$ cat src/rtl/cpu_run_ctrl_if.sv
// Host-side streaming channels of the run controller: load words in, dump words out.
interface cpu_run_ctrl_if;
    logic       in_valid;
    logic [9:0] in_data;
    logic       in_ready;
    logic       out_valid;
    logic [9:0] out_data;
    logic       out_ready;

    // Host drives load words and dump back-pressure
    modport master (
        output in_valid,
        output in_data,
        output out_ready,
        input  in_ready,
        input  out_valid,
        input  out_data
    );

    // Controller accepts load words and produces dump words
    modport slave (
        input  in_valid,
        input  in_data,
        input  out_ready,
        output in_ready,
        output out_valid,
        output out_data
    );
endinterface

$ cat src/rtl/cpu_run_ctrl.sv
// Load/run/dump sequencer for the 10-bit CPU: owns the CPU reset and the data-RAM port mux.
module cpu_run_ctrl #(
    parameter int unsigned MAX_CYCLES = 1000
) (
    input  logic                 clk,
    input  logic                 rst,
    input  logic                 i_start,
    input  logic [9:0]           i_load_len,
    input  logic [9:0]           i_dump_base,
    input  logic [9:0]           i_dump_len,
    cpu_run_ctrl_if.slave        host,
    output logic                 o_cpu_rst,
    input  logic                 i_cpu_halted,
    input  logic                 i_cpu_ram_we,
    input  logic [9:0]           i_cpu_ram_addr,
    input  logic [9:0]           i_cpu_ram_wdata,
    output logic [9:0]           o_cpu_ram_rdata,
    output logic                 o_ram_we,
    output logic [9:0]           o_ram_addr,
    output logic [9:0]           o_ram_wdata,
    input  logic [9:0]           i_ram_rdata,
    output logic                 o_busy,
    output logic                 o_done,
    output logic                 o_timeout,
    output logic [15:0]          o_cycle_count
);

    typedef enum logic [2:0] {StIdle, StLoad, StRun, StDump, StDone} state_e;

    localparam logic [15:0] LastCycle = 16'(MAX_CYCLES - 1);

    state_e      r_state;
    state_e      w_state_next;
    logic [9:0]  r_idx;
    logic [9:0]  r_load_len;
    logic [9:0]  r_dump_base;
    logic [9:0]  r_dump_len;
    logic [15:0] r_cycle_count;
    logic        r_timeout;
    logic        r_cpu_rst;

    logic w_start_ok;
    logic w_load_acc;
    logic w_load_last;
    logic w_dump_empty;
    logic w_dump_acc;
    logic w_dump_last;
    logic w_halt;
    logic w_time_up;

    assign w_start_ok   = (r_state == StIdle) && i_start;
    assign w_load_acc   = (r_state == StLoad) && host.in_valid;
    assign w_load_last  = w_load_acc && (r_idx == r_load_len - 10'd1);
    assign w_dump_empty = (r_dump_len == '0);
    assign w_dump_acc   = (r_state == StDump) && !w_dump_empty && host.out_ready;
    assign w_dump_last  = w_dump_acc && (r_idx == r_dump_len - 10'd1);
    assign w_halt       = (r_state == StRun) && i_cpu_halted;
    // Halt has priority over timeout when both land in the same cycle
    assign w_time_up    = (r_state == StRun) && !i_cpu_halted && (r_cycle_count == LastCycle);

    // State register
    always_ff @(posedge clk or posedge rst) begin
        if (rst) begin
            r_state <= StIdle;
        end else begin
            r_state <= w_state_next;
        end
    end

    // Next-state decode
    always_comb begin
        w_state_next = r_state;
        unique case (r_state)
            StIdle: if (i_start) w_state_next = (i_load_len == '0) ? StRun : StLoad;
            StLoad: if (w_load_last) w_state_next = StRun;
            StRun:  if (w_halt || w_time_up) w_state_next = StDump;
            StDump: if (w_dump_empty || w_dump_last) w_state_next = StDone;
            StDone: w_state_next = StIdle;
            default: w_state_next = StIdle;
        endcase
    end

    // Sequence parameters, word index, run statistics and the registered CPU reset
    always_ff @(posedge clk or posedge rst) begin
        if (rst) begin
            r_idx         <= '0;
            r_load_len    <= '0;
            r_dump_base   <= '0;
            r_dump_len    <= '0;
            r_cycle_count <= '0;
            r_timeout     <= 1'b0;
            r_cpu_rst     <= 1'b1;
        end else begin
            // CPU runs only while the next state is RUN, so the edge lines up with entry/exit
            r_cpu_rst <= (w_state_next != StRun);
            if (w_start_ok) begin
                r_load_len    <= i_load_len;
                r_dump_base   <= i_dump_base;
                r_dump_len    <= i_dump_len;
                r_idx         <= '0;
                r_cycle_count <= '0;
                r_timeout     <= 1'b0;
            end else if (w_load_acc || w_dump_acc) begin
                r_idx <= r_idx + 10'd1;
            end else if (w_halt || w_time_up) begin
                r_idx <= '0;
            end
            if ((r_state == StRun) && !i_cpu_halted) begin
                r_cycle_count <= r_cycle_count + 16'd1;
            end
            if (w_halt) begin
                r_timeout <= 1'b0;
            end else if (w_time_up) begin
                r_timeout <= 1'b1;
            end
        end
    end

    // RAM port mux and host channel outputs per state
    always_comb begin
        host.in_ready   = 1'b0;
        host.out_valid  = 1'b0;
        host.out_data   = '0;
        o_ram_we        = 1'b0;
        o_ram_addr      = '0;
        o_ram_wdata     = '0;
        o_cpu_ram_rdata = '0;
        unique case (r_state)
            StLoad: begin
                host.in_ready = 1'b1;
                o_ram_we      = host.in_valid;
                o_ram_addr    = r_idx;
                o_ram_wdata   = host.in_data;
            end
            StRun: begin
                o_ram_we        = i_cpu_ram_we;
                o_ram_addr      = i_cpu_ram_addr;
                o_ram_wdata     = i_cpu_ram_wdata;
                o_cpu_ram_rdata = i_ram_rdata;
            end
            StDump: begin
                // 10-bit add wraps the window past address 1023 back to 0
                o_ram_addr     = r_dump_base + r_idx;
                host.out_valid = !w_dump_empty;
                host.out_data  = w_dump_empty ? 10'd0 : i_ram_rdata;
            end
            default: ;
        endcase
    end

    assign o_busy        = (r_state != StIdle);
    assign o_done        = (r_state == StDone);
    assign o_cpu_rst     = r_cpu_rst;
    assign o_timeout     = r_timeout;
    assign o_cycle_count = r_cycle_count;

endmodule

$ cat src/flat_wrapper.sv
// flat-port wrapper written by rule: the top's interface ports become plain ports
module cpu_run_ctrl_flat 
#(
    parameter int unsigned MAX_CYCLES = 1000
)
  (clk, rst, i_start, i_load_len, i_dump_base, i_dump_len, o_cpu_rst, i_cpu_halted, i_cpu_ram_we, i_cpu_ram_addr, i_cpu_ram_wdata, o_cpu_ram_rdata, o_ram_we, o_ram_addr, o_ram_wdata, i_ram_rdata, o_busy, o_done, o_timeout, o_cycle_count, host_in_valid, host_in_data, host_out_ready, host_in_ready, host_out_valid, host_out_data);
  cpu_run_ctrl_if host_i ();
  input  logic clk;
  input  logic rst;
  input  logic i_start;
  input  logic [9:0] i_load_len;
  input  logic [9:0] i_dump_base;
  input  logic [9:0] i_dump_len;
  output logic o_cpu_rst;
  input  logic i_cpu_halted;
  input  logic i_cpu_ram_we;
  input  logic [9:0] i_cpu_ram_addr;
  input  logic [9:0] i_cpu_ram_wdata;
  output logic [9:0] o_cpu_ram_rdata;
  output logic o_ram_we;
  output logic [9:0] o_ram_addr;
  output logic [9:0] o_ram_wdata;
  input  logic [9:0] i_ram_rdata;
  output logic o_busy;
  output logic o_done;
  output logic o_timeout;
  output logic [15:0] o_cycle_count;
  input wire logic [$bits(host_i.in_valid)-1:0] host_in_valid;
  input wire logic [$bits(host_i.in_data)-1:0] host_in_data;
  input wire logic [$bits(host_i.out_ready)-1:0] host_out_ready;
  output wire logic [$bits(host_i.in_ready)-1:0] host_in_ready;
  output wire logic [$bits(host_i.out_valid)-1:0] host_out_valid;
  output wire logic [$bits(host_i.out_data)-1:0] host_out_data;
  assign host_i.in_valid = host_in_valid;
  assign host_i.in_data = host_in_data;
  assign host_i.out_ready = host_out_ready;
  assign host_in_ready = host_i.in_ready;
  assign host_out_valid = host_i.out_valid;
  assign host_out_data = host_i.out_data;
  cpu_run_ctrl #(.MAX_CYCLES(MAX_CYCLES)) u_core (.clk(clk), .rst(rst), .i_start(i_start), .i_load_len(i_load_len), .i_dump_base(i_dump_base), .i_dump_len(i_dump_len), .host(host_i), .o_cpu_rst(o_cpu_rst), .i_cpu_halted(i_cpu_halted), .i_cpu_ram_we(i_cpu_ram_we), .i_cpu_ram_addr(i_cpu_ram_addr), .i_cpu_ram_wdata(i_cpu_ram_wdata), .o_cpu_ram_rdata(o_cpu_ram_rdata), .o_ram_we(o_ram_we), .o_ram_addr(o_ram_addr), .o_ram_wdata(o_ram_wdata), .i_ram_rdata(i_ram_rdata), .o_busy(o_busy), .o_done(o_done), .o_timeout(o_timeout), .o_cycle_count(o_cycle_count));
endmodule
$ cat config.mk
export PLATFORM = sky130hd
export DESIGN_NAME = cpu_run_ctrl_flat
export DESIGN_NICKNAME = d
export VERILOG_FILES = /design/src/rtl/cpu_run_ctrl_if.sv /design/src/rtl/cpu_run_ctrl.sv /design/src/flat_wrapper.sv
export SDC_FILE = /design/constraint.sdc
export NUM_CORES = 1
export LEC_CHECK = 0
export CAP_MARGIN = 40
export CELL_PAD_IN_SITES_DETAIL_PLACEMENT = 0
export CELL_PAD_IN_SITES_GLOBAL_PLACEMENT = 1
export CORE_UTILIZATION = 35
export DETAILED_ROUTE_END_ITERATION = 8
export GPL_ROUTABILITY_DRIVEN = 0
export PLACE_DENSITY = 0.84
export SLEW_MARGIN = 10
export SYNTH_ARGS = -nofsm -noshare
export SYNTH_HDL_FRONTEND = slang
export SYNTH_SLANG_ARGS = --single-unit
export TNS_END_PERCENT = 10
$ cat constraint.sdc
create_clock -name clk -period 3.1 [get_ports clk]
set_input_delay 0.93 -clock clk [delete_from_list [all_inputs] [get_ports clk]]
set_output_delay 0.93 -clock clk [all_outputs]
set_load 0.03 [all_outputs]
## Yosys cells after proc, flatten, opt, wreduce, memory -nomap -nowiden

Index checks and enable logic that the tools add are counted.

- $add $sub $neg: 5
- Equality and inequality tests: 8
- Mux-type cells: 22
- Reductions and logical operators: 21

Operator list:

| kind | count |
|---|---|
| 2-to-1 mux 10 bit | 6 |
| 2-to-1 mux 16 bit | 2 |
| one-hot mux 10 bit (3 select lines) | 1 |
| equality test 10 bit | 2 |
| logical NOT 10 bit | 2 |
| one-hot mux 10 bit (2 select lines) | 1 |
| subtractor 10 x 1 -> 10 bit, second input constant | 2 |
| adder 16 x 1 -> 16 bit, second input constant | 1 |
| equality test 16 x 10 -> 1 bit, second input constant | 1 |
| 2-to-1 mux 3 bit | 4 |
| one-hot mux 3 bit (4 select lines) | 1 |
| adder 10 x 1 -> 10 bit, second input constant | 1 |
| adder 10 bit | 1 |
| logical AND 1 bit | 9 |
| nonzero test 3 bit | 3 |
| equality test 3 x 2 -> 1 bit, second input constant | 2 |
| 2-to-1 mux 1 bit | 5 |
| equality test 3 x 1 -> 1 bit, second input constant | 1 |
| equality test 3 bit, second input constant | 1 |
| logical NOT 3 bit | 1 |
| logical OR 1 bit | 3 |
| inequality test 3 x 2 -> 1 bit, second input constant | 1 |
| logical NOT 1 bit | 2 |
| 2-to-1 mux 2 bit | 1 |
| other kinds (2) | 2 |

- Flip-flop bits (word level): 61
- Input bits: 77
- Output and inout port bits: 63
- Word-level logic and storage cells: 64

## Longest topological paths before layout

Gate-level depths: netlist (run 1).

- Depth after elaboration: 9
- Gate-level depth with buffers: 9
- Depth with buffers taken out: 8

## Worst setup path before layout (run 1)

Ideal clock, no wire load.

- Path type: register to output
- Start: register u_core.r_idx[1]
- End: output o_ram_addr[9]
- Arrival time: 2,369 ps
- Required time: 2,170 ps
- Path slack: -199 ps
- Stages on the path, launching flop included: 8
- Path buffers: 0
- Cells stage by stage: dfrtp_1 ha_1 a211oi_1 o211ai_1 a211o_1 nand4_1 mux2_1 a31oi_1

- Word-level cells in the longest chain between the ends: 2

Ends and longest elaborated chain:

| item | RTL line | RTL |
|---|---|---|
| start: declaration | cpu_run_ctrl.sv:34 | `logic [9:0] r_idx;` |
| start signal: assignment | cpu_run_ctrl.sv:104 | `r_idx <= r_idx + 10'd1;` |
| adder 10 bit | cpu_run_ctrl.sv:143 | `o_ram_addr = r_dump_base + r_idx;` |
| one-hot mux 10 bit (3 select lines) | cpu_run_ctrl.sv:128 | `unique case (r_state)` |
| end: declaration | flat_wrapper.sv:21 | `output logic [9:0] o_ram_addr;` |

No other way between the ends.

## Final worst setup path (run 1)

- Start: register u_core.r_dump_base[6]
- End: output o_ram_addr[9]

- Word-level cells in the longest chain between the ends: 2

Ends and longest elaborated chain:

| item | RTL line | RTL |
|---|---|---|
| start: declaration | cpu_run_ctrl.sv:36 | `logic [9:0] r_dump_base;` |
| start signal: assignment | cpu_run_ctrl.sv:98 | `r_dump_base <= i_dump_base;` |
| adder 10 bit | cpu_run_ctrl.sv:143 |  |
| one-hot mux 10 bit (3 select lines) | cpu_run_ctrl.sv:128 |  |

No other way between the ends.

==> results.py, run 1 <==
metrics = {
    "critical_path": {
        "rr_worst_depth": 8,
        "crit_fanout": 3,
        "r2r_start": "u_core.r_dump_len[0]",
        "critPathRequiredTime_ps": 2170,
        "cp_slowest_stage_delay_ps": 390,
        "critPathSlowestCell": "dfrtp_1",
        "critical_path.startpoint": "u_core.r_dump_base[6]",
        "arrival_ps": 2450,
        "path_class": "reg2out",
        "path_cells": "ha_1 -> a21oi_2 -> o211ai_1 -> a211o_1 -> nand4_1 -> mux2_4 -> a31oi_4 -> buf_12",
        "worstSetupStartpointType": "flip-flop",
        "end_kind": "output port",
    },
    "run_status": {
        "violations": "DRC, setup timing",
        "status": "complete, but fails checks",
    },
    "synth": {
        "synth_cells": 451,
        "synthTopCellsByArea": "dfrtp_1 36%, mux2_2 8.5%, ha_1 4.1%",
        "synth.avg_cell_area_um2": 9.37,
        "synth_nets": 543,
        "ys_warn_count": 0,
        "synth_compound_area_frac": 0.172,
        "synth.distinct_cells": 58,
        "yosys.cell_count.top_type": "dfrtp_1",
        "synthAdderAreaFrac": 0.0462,
        "synth_area_mm2": 0.00423,
        "yosysTopAreaCell": "dfrtp_1",
        "synth-simple-area-share": 0.216,
        "synth_xor_area_frac": 0.0725,
        "synth_top_area_share": 0.355,
        "synth_top_family_by_area": "simple AND/OR/NAND/NOR gates",
        "synthArstFlopShare": 1.00,
        "synth_edf_count": 0,
        "ys_ff_latch": 61,
        "synth_flop_cell": "dfrtp_1",
        "synthMuxAreaShare": 0.0974,
        "ys_seq_area_frac": 0.362,
        "synthTopCellsByCount": "60 x dfrtp_1, 32 x mux2_2, 31 x nand2_1",
    },
    "power": {
        "ir_drop_mv": 0.346,
        "leakage_nw": 2.65,
        "power_mw": 5.41,
        "powerDensity_mw_per_mm2": 856,
    },
    "sta": {
        "worst_slew_pin_slew_ps": 516,
        "period_minus_slack_ps": 3380,
        "hold_viol": 0,
        "setup_tns_ps": -657,
        "setup_ws_ps": -283,
        "hold_slack_ps": 513,
        "clock_skew_ps": 8.50,
        "finalCritPeriodShare": 1.09,
        "slew_headroom": 0.653,
        "rsz0062_at_grt": "true",
        "setup_violations": 3,
        "slew_viol_final": 0,
        "fmax_mhz": 296,
    },
    "clocking": {
        "cts_hold_buf": 0,
        "root_buffer": "clkbuf_16",
        "htreeDepth": 3,
        "clock-sinks": 61,
        "cts_tree": "yes",
        "clk_pin_slew_ps": 60,
        "numCtsBuffers": 9,
        "clk-insertion-delay-late_ps": 330,
        "clockBufferDepth": 2,
    },
    "placed_design": {
        "hpwl_um": 9500,
        "place.port_buffers": 139,
    },
    "global_route": {
        "grt_pass1_wl_um": 19800,
        "grtUsageMet2": 0.362,
        "grt_start_max_net_pins": 28,
        "grt_usage": 0.200,
        "antenna_found_initial": 0,
        "met3_usage": 0.0338,
        "grt_pass1_vias": 4023,
        "grt.overflow.total": 0,
        "busiest_layer": "met2",
        "use_met1": 0.242,
    },
    "floorplan": {
        "die_w_um": 112,
        "start_util": 0.364,
        "num_io_pins": 140,
        "dieArea_mm2": 0.0125,
        "chipHeight_um": 112,
        "core-area_mm2": 0.0116,
        "num_rows": 39,
    },
    "hold_path": {
        "holdPathStages": 1,
        "hp-start": "u_core.o_cycle_count[9]",
        "hold_class": "reg2reg",
    },
    "routing": {
        "viasPerCell": 5.40,
        "vias": 4111,
        "wl_um": 12400,
        "wl_per_cell_um": 16.3,
        "ant_nets": 0,
        "drt_iter0_markers": 200,
        "drc": 19,
        "dr.pass1.iters": 7,
    },
    "final_layout": {
        "antenna_cells": 0,
        "fillers": 1039,
        "multiInputGateArea_mm2": 0.00266,
        "syn2layout_area_growth_pct": 49.5,
        "seqCellArea_mm2": 0.00153,
        "nets": 706,
        "drive_gt1_frac": 0.247,
    },
    "job": {
        "max_cap_violations": 0,
    },
}
[cell families (layout without fill, tap and decap cells)]
group | count (synthesis) | after routing
AND/OR/NAND/NOR | 159 | 159
adder cells (fa/ha/maj) | 15 | 15
multiplexers | 37 | 37
XOR/XNOR | 35 | 35
flip-flops | 61 | 61
buffers and inverters | 37 | 205
AO/OA/AOI/OAI | 107 | 107
[placed cells by master, fill, tap and decap left out, types with 3 or more instances in the layout]
cell type        count
clkdlybuf4s50_1     96
buf_4               76
dfrtp_1             60
mux2_2              32
nand2_1             31
nor2_1              22
and2_1              22
o21ai_1             22
xor2_1              17
xnor2_1             17
nand3_1             16
inv_1               13
nand2b_1            13
a22o_1              12
a21oi_1             11
ha_1                11
nor4_1              10
o211ai_1            10
clkbuf_16            9
o31ai_1              8
a22oi_1              8
nand3b_1             7
nor3_1               7
o21ai_0              7
a31oi_1              5
nand4_1              5
nor2b_1              5
and3_1               4
mux2i_1              4
a21oi_2              3
ha_4                 3
[timing repair]
action,in CTS,in global routing
setup buffers,1,1
gates cloned,0,0
pin swaps,8,8
gates resized for setup,11,12
setup endpoints to repair,6,7
[flip-flops by register name (all words and copies together) (netlist names)]
signal,cells
u_core.o_cpu_rst,1
u_core.o_cycle_count,16
u_core.o_timeout,1
u_core.r_dump_base,10
u_core.r_dump_len,10
u_core.r_idx,10
u_core.r_load_len,10
u_core.r_state,3
[worst paths after layout]
check	endpoint	slack, ps
worst max-delay path	o_ram_addr[9]	-280
worst min-delay path	u_core.o_cycle_count[9]	510
worst max register to register	u_core.r_state[0]	510
worst min register to register	u_core.o_cycle_count[9]	510
max in group asynchronous	u_core.r_load_len[5]	1640
min in group asynchronous	u_core.o_cycle_count[8]	860
[per-stage QoR]
step / instances / utilization / instance area, um2 / setup slack [ps]
after floorplan: 451 / - / 4230 / -106
after global placement: 744 / 0.506 / 5880 / -130
after detailed placement: 744 / 0.506 / 5880 / -152
after CTS: 761 / 0.537 / 6240 / -324
after global routing: 762 / 0.544 / 6320 / -348
final: 762 / 0.544 / 6320 / -283
[layout make-up]
| class | instances | share of cell area |
|---|---|---|
| Sequential cell | 61 | 0.242 |
| Tap cell | 143 | 0.0283 |
| Timing Repair Buffer | 175 | 0.251 |
| Multi-Input combinational cell | 353 | 0.421 |
| Clock buffer | 10 | 0.0362 |
| Inverter | 14 | 0.00832 |
| Clock inverter | 6 | 0.0141 |
[where the power goes]
part / internal, mW / switching (mW)
logic: 1.44 / 1.54
clock network: 0.703 / 0.364
registers: 1.05 / 0.314
[critical path, delay by kind of cell (launching register included)]
family / cells / cell delay (ps)
compound gates: 4 / 770
flops: 1 / 390
fa+ha+maj: 1 / 330
mux: 1 / 330
simple gates: 1 / 150
buf+inv: 1 / 140
[metal layers]
metal,vias up,wire length (um)
met3,19,747
met4,0,213
li1,1976,-
met2,127,6200
met5,-,0
met1,1989,5250
Note: power is estimated with default switching activity, not from simulation.
==> run 2: changes to the inputs <==
--- a/config.mk
+++ b/config.mk
@@ -12,7 +12,7 @@
 export DETAILED_ROUTE_END_ITERATION = 8
 export GPL_ROUTABILITY_DRIVEN = 0
 export PLACE_DENSITY = 0.84
-export SLEW_MARGIN = 10
+export SLEW_MARGIN = 20
 export SYNTH_ARGS = -nofsm -noshare
 export SYNTH_HDL_FRONTEND = slang
 export SYNTH_SLANG_ARGS = --single-unit
==> results of run 2 <==
The final DEF is identical to that of run 1; final timing and power are the same.
==> run 3: changes to the inputs <==
--- a/config.mk
+++ b/config.mk
@@ -5,7 +5,7 @@
 export SDC_FILE = /design/constraint.sdc
 export NUM_CORES = 1
 export LEC_CHECK = 0
-export CAP_MARGIN = 40
+export CAP_MARGIN = 20
 export CELL_PAD_IN_SITES_DETAIL_PLACEMENT = 0
 export CELL_PAD_IN_SITES_GLOBAL_PLACEMENT = 1
 export CORE_UTILIZATION = 35
==> results of run 3 <==
The final DEF is identical to that of run 1; final timing and power are the same.
